<file path="src/rtl/ps2_pkg.sv">
// Shared PS/2 definitions: transmitter states, default timing and command bytes.
// Used by both the host transmitter and the receive path.
package ps2_pkg;

  typedef enum logic [2:0] {
    IDLE      = 3'd0,
    INHIBIT   = 3'd1,
    RTS       = 3'd2,
    SEND      = 3'd3,
    ACK       = 3'd4,
    WAIT_IDLE = 3'd5
  } ps2_state_e;

  localparam int unsigned PS2_INHIBIT_CYCLES = 12000;
  localparam int unsigned PS2_RTS_CYCLES     = 200;
  localparam int unsigned PS2_TIMEOUT_CYCLES = 2000000;

  localparam logic [7:0] PS2_CMD_RESET  = 8'hFF;
  localparam logic [7:0] PS2_CMD_ENABLE = 8'hF4;
  localparam logic [7:0] PS2_RESP_ACK   = 8'hFA;

  // Bits following the start bit, LSB first: data, odd parity, stop.
  function automatic logic [9:0] ps2_frame(input logic [7:0] data);
    return {1'b1, ~^data, data};
  endfunction

endpackage

</file>
<file path="src/rtl/ps2_sync_edge.sv">
// Two-flop synchroniser for a raw PS/2 pin plus a falling-edge detector
// on the synchronised level.
module ps2_sync_edge (
  input  logic clk,
  input  logic rst,
  input  logic pin_i,
  output logic level_o,
  output logic fall_o
);

  logic meta_q;
  logic sync_q;
  logic prev_q;

  // The bus idles high, so reset to 1 to avoid a spurious edge.
  always_ff @(posedge clk or posedge rst) begin
    if (rst) begin
      meta_q <= 1'b1;
      sync_q <= 1'b1;
      prev_q <= 1'b1;
    end else begin
      meta_q <= pin_i;
      sync_q <= meta_q;
      prev_q <= sync_q;
    end
  end

  assign level_o = sync_q;
  assign fall_o  = prev_q & ~sync_q;

endmodule

</file>
<file path="src/rtl/ps2_host_tx.sv">
// PS/2 host-to-device transmitter: inhibit, request-to-send, ten device-clocked
// bits and the acknowledge check, driving the bus through open-drain enables.
module ps2_host_tx
  import ps2_pkg::*;
#(
  parameter int unsigned INHIBIT_CYCLES = PS2_INHIBIT_CYCLES,
  parameter int unsigned RTS_CYCLES     = PS2_RTS_CYCLES,
  parameter int unsigned TIMEOUT_CYCLES = PS2_TIMEOUT_CYCLES
) (
  input  logic       clk,
  input  logic       rst,
  input  logic [7:0] tx_data,
  input  logic       tx_valid,
  output logic       tx_ready,
  output logic       tx_busy,
  output logic       tx_done,
  output logic       tx_error,
  input  logic       ps2_clk_i,
  input  logic       ps2_data_i,
  output logic       ps2_clk_oe,
  output logic       ps2_data_oe
);

  localparam int unsigned CNT_MAX = (INHIBIT_CYCLES > RTS_CYCLES) ? INHIBIT_CYCLES : RTS_CYCLES;
  localparam int unsigned CNT_W   = $clog2(CNT_MAX + 1);
  localparam int unsigned TMO_W   = $clog2(TIMEOUT_CYCLES + 1);

  ps2_state_e       state_q, state_d;
  logic [CNT_W-1:0] cnt_q, cnt_d;
  logic [TMO_W-1:0] tmo_q, tmo_d;
  logic [3:0]       bit_q, bit_d;
  logic [9:0]       shift_q, shift_d;
  logic             ack_q, ack_d;
  logic             clk_oe_q, clk_oe_d;
  logic             data_oe_q, data_oe_d;
  logic             ready_q, ready_d;
  logic             busy_q, busy_d;
  logic             done_q, done_d;
  logic             error_q, error_d;

  logic clk_s, clk_fall_s, data_s, data_fall_unused_s, timeout_s;

  ps2_sync_edge u_clk_sync (
    .clk    (clk),
    .rst    (rst),
    .pin_i  (ps2_clk_i),
    .level_o(clk_s),
    .fall_o (clk_fall_s)
  );

  ps2_sync_edge u_data_sync (
    .clk    (clk),
    .rst    (rst),
    .pin_i  (ps2_data_i),
    .level_o(data_s),
    .fall_o (data_fall_unused_s)
  );

  assign timeout_s = (tmo_q == TMO_W'(TIMEOUT_CYCLES - 1));

  // State and output registers; reset releases both lines immediately.
  always_ff @(posedge clk or posedge rst) begin
    if (rst) begin
      state_q   <= IDLE;
      cnt_q     <= {CNT_W{1'b0}};
      tmo_q     <= {TMO_W{1'b0}};
      bit_q     <= 4'd0;
      shift_q   <= 10'd0;
      ack_q     <= 1'b0;
      clk_oe_q  <= 1'b0;
      data_oe_q <= 1'b0;
      ready_q   <= 1'b1;
      busy_q    <= 1'b0;
      done_q    <= 1'b0;
      error_q   <= 1'b0;
    end else begin
      state_q   <= state_d;
      cnt_q     <= cnt_d;
      tmo_q     <= tmo_d;
      bit_q     <= bit_d;
      shift_q   <= shift_d;
      ack_q     <= ack_d;
      clk_oe_q  <= clk_oe_d;
      data_oe_q <= data_oe_d;
      ready_q   <= ready_d;
      busy_q    <= busy_d;
      done_q    <= done_d;
      error_q   <= error_d;
    end
  end

  // Next-state logic; timeout takes priority over any bus event.
  always_comb begin
    state_d = state_q;
    cnt_d   = cnt_q;
    tmo_d   = tmo_q;
    bit_d   = bit_q;
    shift_d = shift_q;
    ack_d   = ack_q;
    case (state_q)
      IDLE: begin
        if (tx_valid && ready_q) begin
          state_d = INHIBIT;
          cnt_d   = {CNT_W{1'b0}};
          shift_d = ps2_frame(tx_data);
        end else begin
          state_d = IDLE;
        end
      end
      INHIBIT: begin
        if (cnt_q == CNT_W'(INHIBIT_CYCLES - 1)) begin
          state_d = RTS;
          cnt_d   = {CNT_W{1'b0}};
        end else begin
          cnt_d = cnt_q + CNT_W'(1);
        end
      end
      RTS: begin
        if (cnt_q == CNT_W'(RTS_CYCLES - 1)) begin
          state_d = SEND;
          bit_d   = 4'd0;
          tmo_d   = {TMO_W{1'b0}};
        end else begin
          cnt_d = cnt_q + CNT_W'(1);
        end
      end
      SEND: begin
        tmo_d = tmo_q + TMO_W'(1);
        if (timeout_s) begin
          state_d = IDLE;
        end else if (clk_fall_s) begin
          shift_d = {1'b0, shift_q[9:1]};
          bit_d   = bit_q + 4'd1;
          state_d = (bit_q == 4'd9) ? ACK : SEND;
        end else begin
          state_d = SEND;
        end
      end
      ACK: begin
        tmo_d = tmo_q + TMO_W'(1);
        if (timeout_s) begin
          state_d = IDLE;
        end else if (clk_fall_s) begin
          ack_d   = ~data_s;
          state_d = WAIT_IDLE;
        end else begin
          state_d = ACK;
        end
      end
      WAIT_IDLE: begin
        tmo_d = tmo_q + TMO_W'(1);
        if (timeout_s || (clk_s && data_s)) begin
          state_d = IDLE;
        end else begin
          state_d = WAIT_IDLE;
        end
      end
      default: state_d = IDLE;
    endcase
  end

  // Next values of the registered outputs.
  always_comb begin
    clk_oe_d  = (state_d == INHIBIT) || (state_d == RTS);
    ready_d   = (state_d == IDLE);
    busy_d    = (state_d != IDLE);
    data_oe_d = 1'b0;
    done_d    = 1'b0;
    error_d   = 1'b0;
    case (state_q)
      IDLE:    data_oe_d = 1'b0;
      INHIBIT: data_oe_d = (state_d == RTS);
      RTS:     data_oe_d = 1'b1;
      SEND: begin
        if (timeout_s) begin
          error_d = 1'b1;
        end else if (clk_fall_s) begin
          data_oe_d = ~shift_q[0];
        end else begin
          data_oe_d = data_oe_q;
        end
      end
      ACK: begin
        error_d = timeout_s;
      end
      WAIT_IDLE: begin
        if (timeout_s) begin
          error_d = 1'b1;
        end else if (state_d == IDLE) begin
          done_d  = ack_q;
          error_d = ~ack_q;
        end else begin
          error_d = 1'b0;
        end
      end
      default: data_oe_d = 1'b0;
    endcase
  end

  assign tx_ready    = ready_q;
  assign tx_busy     = busy_q;
  assign tx_done     = done_q;
  assign tx_error    = error_q;
  assign ps2_clk_oe  = clk_oe_q;
  assign ps2_data_oe = data_oe_q;

endmodule

</file>
<file path="config.mk">
export PLATFORM = sky130hd
export DESIGN_NAME = ps2_host_tx
export DESIGN_NICKNAME = d
export VERILOG_FILES = /design/src/rtl/ps2_pkg.sv /design/src/rtl/ps2_sync_edge.sv /design/src/rtl/ps2_host_tx.sv
export SDC_FILE = /design/constraint.sdc
export NUM_CORES = 1
export LEC_CHECK = 0
export BUFFER_PORTS_ARGS = -buffer_cell sky130_fd_sc_hd__buf_4
export CAP_MARGIN = 15
export CORE_MARGIN = 4
export CORE_UTILIZATION = 36
export DETAILED_ROUTE_END_ITERATION = 10
export PLACE_DENSITY = 0.58
export SYNTH_ARGS = -nofsm -noshare
export SYNTH_HDL_FRONTEND = slang
export SYNTH_SLANG_ARGS = --single-unit
</file>
<file path="constraint.sdc">
create_clock -name clk -period 3 [get_ports clk]
set_input_delay 0.3 -clock clk [delete_from_list [all_inputs] [get_ports clk]]
set_output_delay 0.3 -clock clk [all_outputs]
set_load 0.03 [all_outputs]
</file>
# == Yosys cells after proc, flatten, opt, wreduce, memory -nomap -nowiden ==
# Index checks and enable logic that the tools add are counted.
# Widths: inputs -> output; s select.
# totals
ff_bits,64
mem_bits_ro,0
mem_bits_rw,0
mem_count,0
out_inout_bits,6
latchBits,0
# op_classes
eq_ne,17
shifts,0
n_lt_le_gt_ge,0
n_addsub,3
mul,0
n_reduce_logical,18
div,0
n_bitwise,6
n_mux,34
# op_table
cell,n
$mux 14,3
$pmux 14 s3,1
$pmux 21 s2,1
$mux 10,3
$add 21x1->21 const B,1
$eq 21x21->1 const B,1
$mux 21,1
$mux 3,7
$pmux 10 s2,1
$pmux 3 s6,1
$add 14x1->14 const B,1
$eq 14x14->1 const B,1
$eq 14x8->1 const B,1
$mux 4,3
$mux 1,10
$ne 2x2->1 const B,5
$eq 3x2->1 const B,3
$pmux 4 s2,1
$reduce_and 4->1,2
$reduce_xnor 8->1,1
$eq 3x1->1 const B,2
$eq 3x3->1 const B,2
$logic_not 3->1,2
$pmux 1 s3,2
other kinds (12),22

# == Longest topological paths before layout ==
# depth
word_depth,9
ltp_mapped,8

# == Hierarchy ==
# From an unflattened synthesis, not the netlist that was laid out.
# unflattened
cells_unflattened,378
area_unflattened_um2,3527.1
# modules_own_cells
module,area_each_um2,cells_each,seq_area_each_um2,n_inst
ps2_host_tx,3334.4,368,1477.7,1
ps2_sync_edge,96.3,5,78.8,2

# == Worst setup path after synthesis ==
# No wires, ideal clock.
# synth_timing
path_type,reg2reg
from,register cnt_q[0]
to,register tmo_q[4]
path_slack_ns,0.441
path_stages_with_launch,9
arrival_ns,2.481
cell_sequence,dfrtp_1 > ha_1 > or4b_4 > or4_4 > buf_6 > and2_1 > buf_6 > or3_1 > a21oi_1
# synth_between
elab_chain_cells,3
# synth_lines
element,line,rtl
from (decl),ps2_host_tx.sv:29,"logic [CNT_W-1:0] cnt_q, cnt_d;"
from (signal assigned),ps2_host_tx.sv:65,cnt_q <= {CNT_W{1'b0}};
from (signal assigned),ps2_host_tx.sv:78,cnt_q <= cnt_d;
$eq 14x8->1,ps2_host_tx.sv:119,if (cnt_q == CNT_W'(RTS_CYCLES - 1)) begin
$ne 2x2->1 (no line),-,
$reduce_and 2->1 (no line),-,
to (signal assigned),ps2_host_tx.sv:66,tmo_q <= {TMO_W{1'b0}};
to (signal assigned),ps2_host_tx.sv:79,tmo_q <= tmo_d;
to (decl),ps2_host_tx.sv:30,"logic [TMO_W-1:0] tmo_q, tmo_d;"
# No other way between the ends.
# A chain may end at the register's enable or synchronous reset.

# == Worst setup path after layout ==
# Ends and elaborated chain as after synthesis.

==> PnR_summary.wiki <==
{| class="wikitable"
! Metric !! Value
|-
| Fraction of registers with async set or reset after synthesis || 100%
|-
| Fraction of layout instances using a drive strength above 1 || 14.3%
|-
| Core ar. || 0.00928 mm^2
|-
| First-iteration detailed-routing DRC count || 149
|-
| Number of global-route vias before repair || 2,689
|-
| Post-DRT Antenna Nets || 0
|-
| Flop-to-flop setup slack || 0.27 ns
|-
| Total of buffers placed on input and output ports || 18
|-
| Register area share after synthesis || 46.7%
|-
| Sum of buffers and inverters on the critical path || 0
|-
| CP peak stage delay || 0.67 ns
|-
| Number of unique standard cell types used by synthesis || 53
|-
| Fmax || 366 MHz
|-
| First-pass DRT Iterations || 4
|-
| Via density per instance || 5.25
|-
| Slew Limit Fails || 0
|-
| Origin of the critical flop-to-flop path || cnt_q[0]
|-
| Critical path peak fanout || 16
|-
| Number of buffers added for setup after CTS || 0
|-
| Sort of element at the start of the critical path || register
|-
| Sequential fraction of design power || 55.4%
|-
| Number of remaining DRC errors || 0
|-
| Critical path class || register to register
|-
| Hold/Removal Path Class || input port to register
|-
| Clock transition at the registers of the reported paths || 0.07 ns
|-
| Combinational cell fraction of total power || 3.8%
|-
| Slowest CP cell || or4_4
|-
| Max Clock Skew || 0.0130 ns
|-
| Slew @ Worst Pin || 0.809 ns
|-
| Count of cells along the worst register-to-register path || 6
|-
| Tot GR Track Use || 14.0%
|-
| Maximum ir drop on the vdd rail || 205 uV
|-
| # Max-Cap Violations || 0
|-
| Top Ports || 19
|-
| Final HPWL DP || 5.11 mm
|-
| Total number of yosys warnings || 0
|-
| Die height || 106 um
|-
| Period Utilization, post-route || 91.1%
|-
| Global-route wire length before repair || 12.8 mm
|-
| Max H-tree Level || 3
|-
| Nets || 396
|-
| Count of endpoints failing setup in the final report || 0
|-
| Overall power consumption || 1570 uW
|-
| Most common library cell in the layout ignoring fill and taps || dfrtp_1
|-
| CTS tree || done
|-
| Starting Density || 37.1%
|-
| Worst skew pair latency || 0.34 ns
|-
| Synth Register Bits || 64
|-
| Combined flip-flop and latch cell area || 0.00161 mm^2
|-
| Max clock buf depth || 2
|-
| Number of gates on the worst path with buffers counted || 6
|-
| Part of the power in the clock network || 40.8%
|-
| Reg2reg end || tmo_q[4]
|-
| Element type at the critical path end || register
|-
| Net switching power || 354 uW
|-
| Initial antenna violation count || 0
|-
| Die boundary width || 106 um
|-
| Detailed-route via count || 2,695
|-
| Post-synthesis average cell area || 9.65 um^2
|-
| Total negative slack for setup checks || 0 ns
|-
| Detail-routed net length per standard cell || 14.3 um
|-
| Number of fill cells in the layout || 950
|-
| Leading cell types in the layout, fill and taps excluded || dfrtp_1, nor2_1, nand2_1
|-
| Worst slew margin relative to its limit || 46.1%
|-
| Overall die area || 0.0112 mm^2
|-
| Cell family contributing the most delay on the critical path || simple AND/OR/NAND/NOR gates
|-
| Residual overflow from global routing || 0
|-
| Ordered cell list for the critical path || ha_1, or4b_4, or4_4, and2_1, or3_1, a21oi_1
|-
| Final wirelength || 7.33 mm
|-
| Number of clock buffers inserted by TritonCTS || 9
|-
| Data arrival time at the worst-slack endpoint || 2.99 ns
|-
| CTS root buffer || clkbuf_8
|-
| Post-Synthesis Net Count || 374
|-
| Worst setup path startpoint || cnt_q[0]
|-
| Cell Int Power || 1220 uW
|-
| Antenna diodes || 0
|-
| Number of synthesized flops with an enable pin || 0
|-
| Final worst path period need || 2.73 ns
|-
| Routability Congestion || 0.790
|-
| Unrepaired setup endpoints after global routing || false
|-
| Post-cts sizing count || 0
|-
| Share of the core filled with cells || 41.8%
|-
| Standby leakage power || 0.00161 uW
|-
| Crit path capture || tmo_q[4]
|-
| CP Data Required Time || 3.26 ns
|-
| Main area contributors after synthesis || dfrtp_1, xnor2_1, dfstp_2, nor2_1, nand2_1
|-
| Syn Inst Count || 357
|-
| Row cnt || 35
|-
| Primary flip-flop cell chosen by synthesis mapping || dfrtp_1
|-
| Status || finished, final reports clean
|-
| Hold Violations, Final || 0
|-
| Layout Area Growth over Synthesis || 12.7%
|-
| Power density over the cells || 405 mW/mm^2
|-
| CTS Sinks || 64
|-
| Hold buffer count at CTS || 0
|-
| Area fraction of the dominant cell type after synthesis || 42.2%
|-
| Largest net degree at the start of global routing || 65
|-
| Fraction of power spent switching nets || 22.5%
|-
| Library cell occupying the most area in the post-synthesis netlist || dfrtp_1
|-
| Footprint of the multi-input gates || 0.00172 mm^2
|-
| Cell area after technology mapping || 0.00344 mm^2
|}
power by group through the flow:
stage	Combinational (uW)	Sequential (uW)	Clock, uW
global placement	62.0	887	0
CTS	62.6	871	662
finish	59.8	871	642
floorplan	36.6	886	0
detailed placement	62.5	887	0
global route	67.7	870	697
per-layer routing:
layer  global-route usage, %  vias up  wire (um)
li1                        -     1324          -
met4                    3.24        0         49
met2                    22.4       67       3430
met3                    3.92        6        341
met1                    18.7     1298       3510
met5                       0        -          0
cell usage after synthesis (all sizes together) (3+ instances only):
cell type / count
a2111oi: 5
nand4: 10
nor2: 37
buf: 8
dfrtp: 58
or3: 5
and2: 5
and3: 12
nor3: 7
nor4: 6
inv: 9
clkbuf: 7
nor2b: 3
o21ai: 22
a21o: 3
a21oi: 17
nand4b: 4
xor2: 3
nand2: 36
o31ai: 6
a211oi: 5
nand3: 14
ha: 4
dfstp: 6
xnor2: 29
mux2i: 9
cell families (layout without fill, tap and decap cells):
logic type	after synthesis	after routing	synth area share, %
AND/OR/NAND/NOR	151	151	22.5
AO/OA/AOI/OAI	72	72	14.9
flip-flops	64	64	46.7
XOR/XNOR	32	32	8.14
buffers and inverters	24	51	3.34
multiplexers	10	10	2.94
adder cells (fa/ha/maj)	4	4	1.45
state kept, by name (all words and copies together), names as in the netlist, 3 cells and up:
name     flops
tmo_q       21
cnt_q       14
shift_q     10
bit_q        4
state_q      3
metrics by stage:
| step | hold WS [ns] | std cells | setup slack (ns) | instance area [um^2] |
|---|---|---|---|---|
| global route | 0.0562 | 513 | 0.0834 | 3880 |
| finish | 0.0750 | 513 | 0.267 | 3880 |
| detailed placement | 0.350 | 497 | 0.266 | 3720 |
| floorplan | 0.304 | 357 | 0.441 | 3440 |
| CTS | 0.0646 | 513 | 0.248 | 3880 |
| global placement | 0.346 | 497 | 0.361 | 3720 |
layout make-up:
type                    instances  area share (%)
repair buffers                 26            5.03
well taps                     129            4.16
inverters                       9           0.871
clock inverters                 1           0.129
multi-input cells             269            44.3
flip-flops and latches         64            41.5
clock buffers                  15            4.03
worst min-delay path by stage:
| stage | from | to | cells past startpoint |
|---|---|---|---|
| 2_1_floorplan | ps2_clk_i | u_clk_sync.meta_q | 0 |
| 3_3_place_gp | u_data_sync.meta_q | u_data_sync.level_o | 0 |
| 3_5_place_dp | u_data_sync.meta_q | u_data_sync.level_o | 0 |
| 4_1_cts | ps2_data_i | u_data_sync.meta_q | 1 |
| 5_1_grt | ps2_data_i | u_data_sync.meta_q | 1 |
| 6_report | ps2_clk_i | u_clk_sync.meta_q | 1 |
Power figures use the tool's default switching activity.
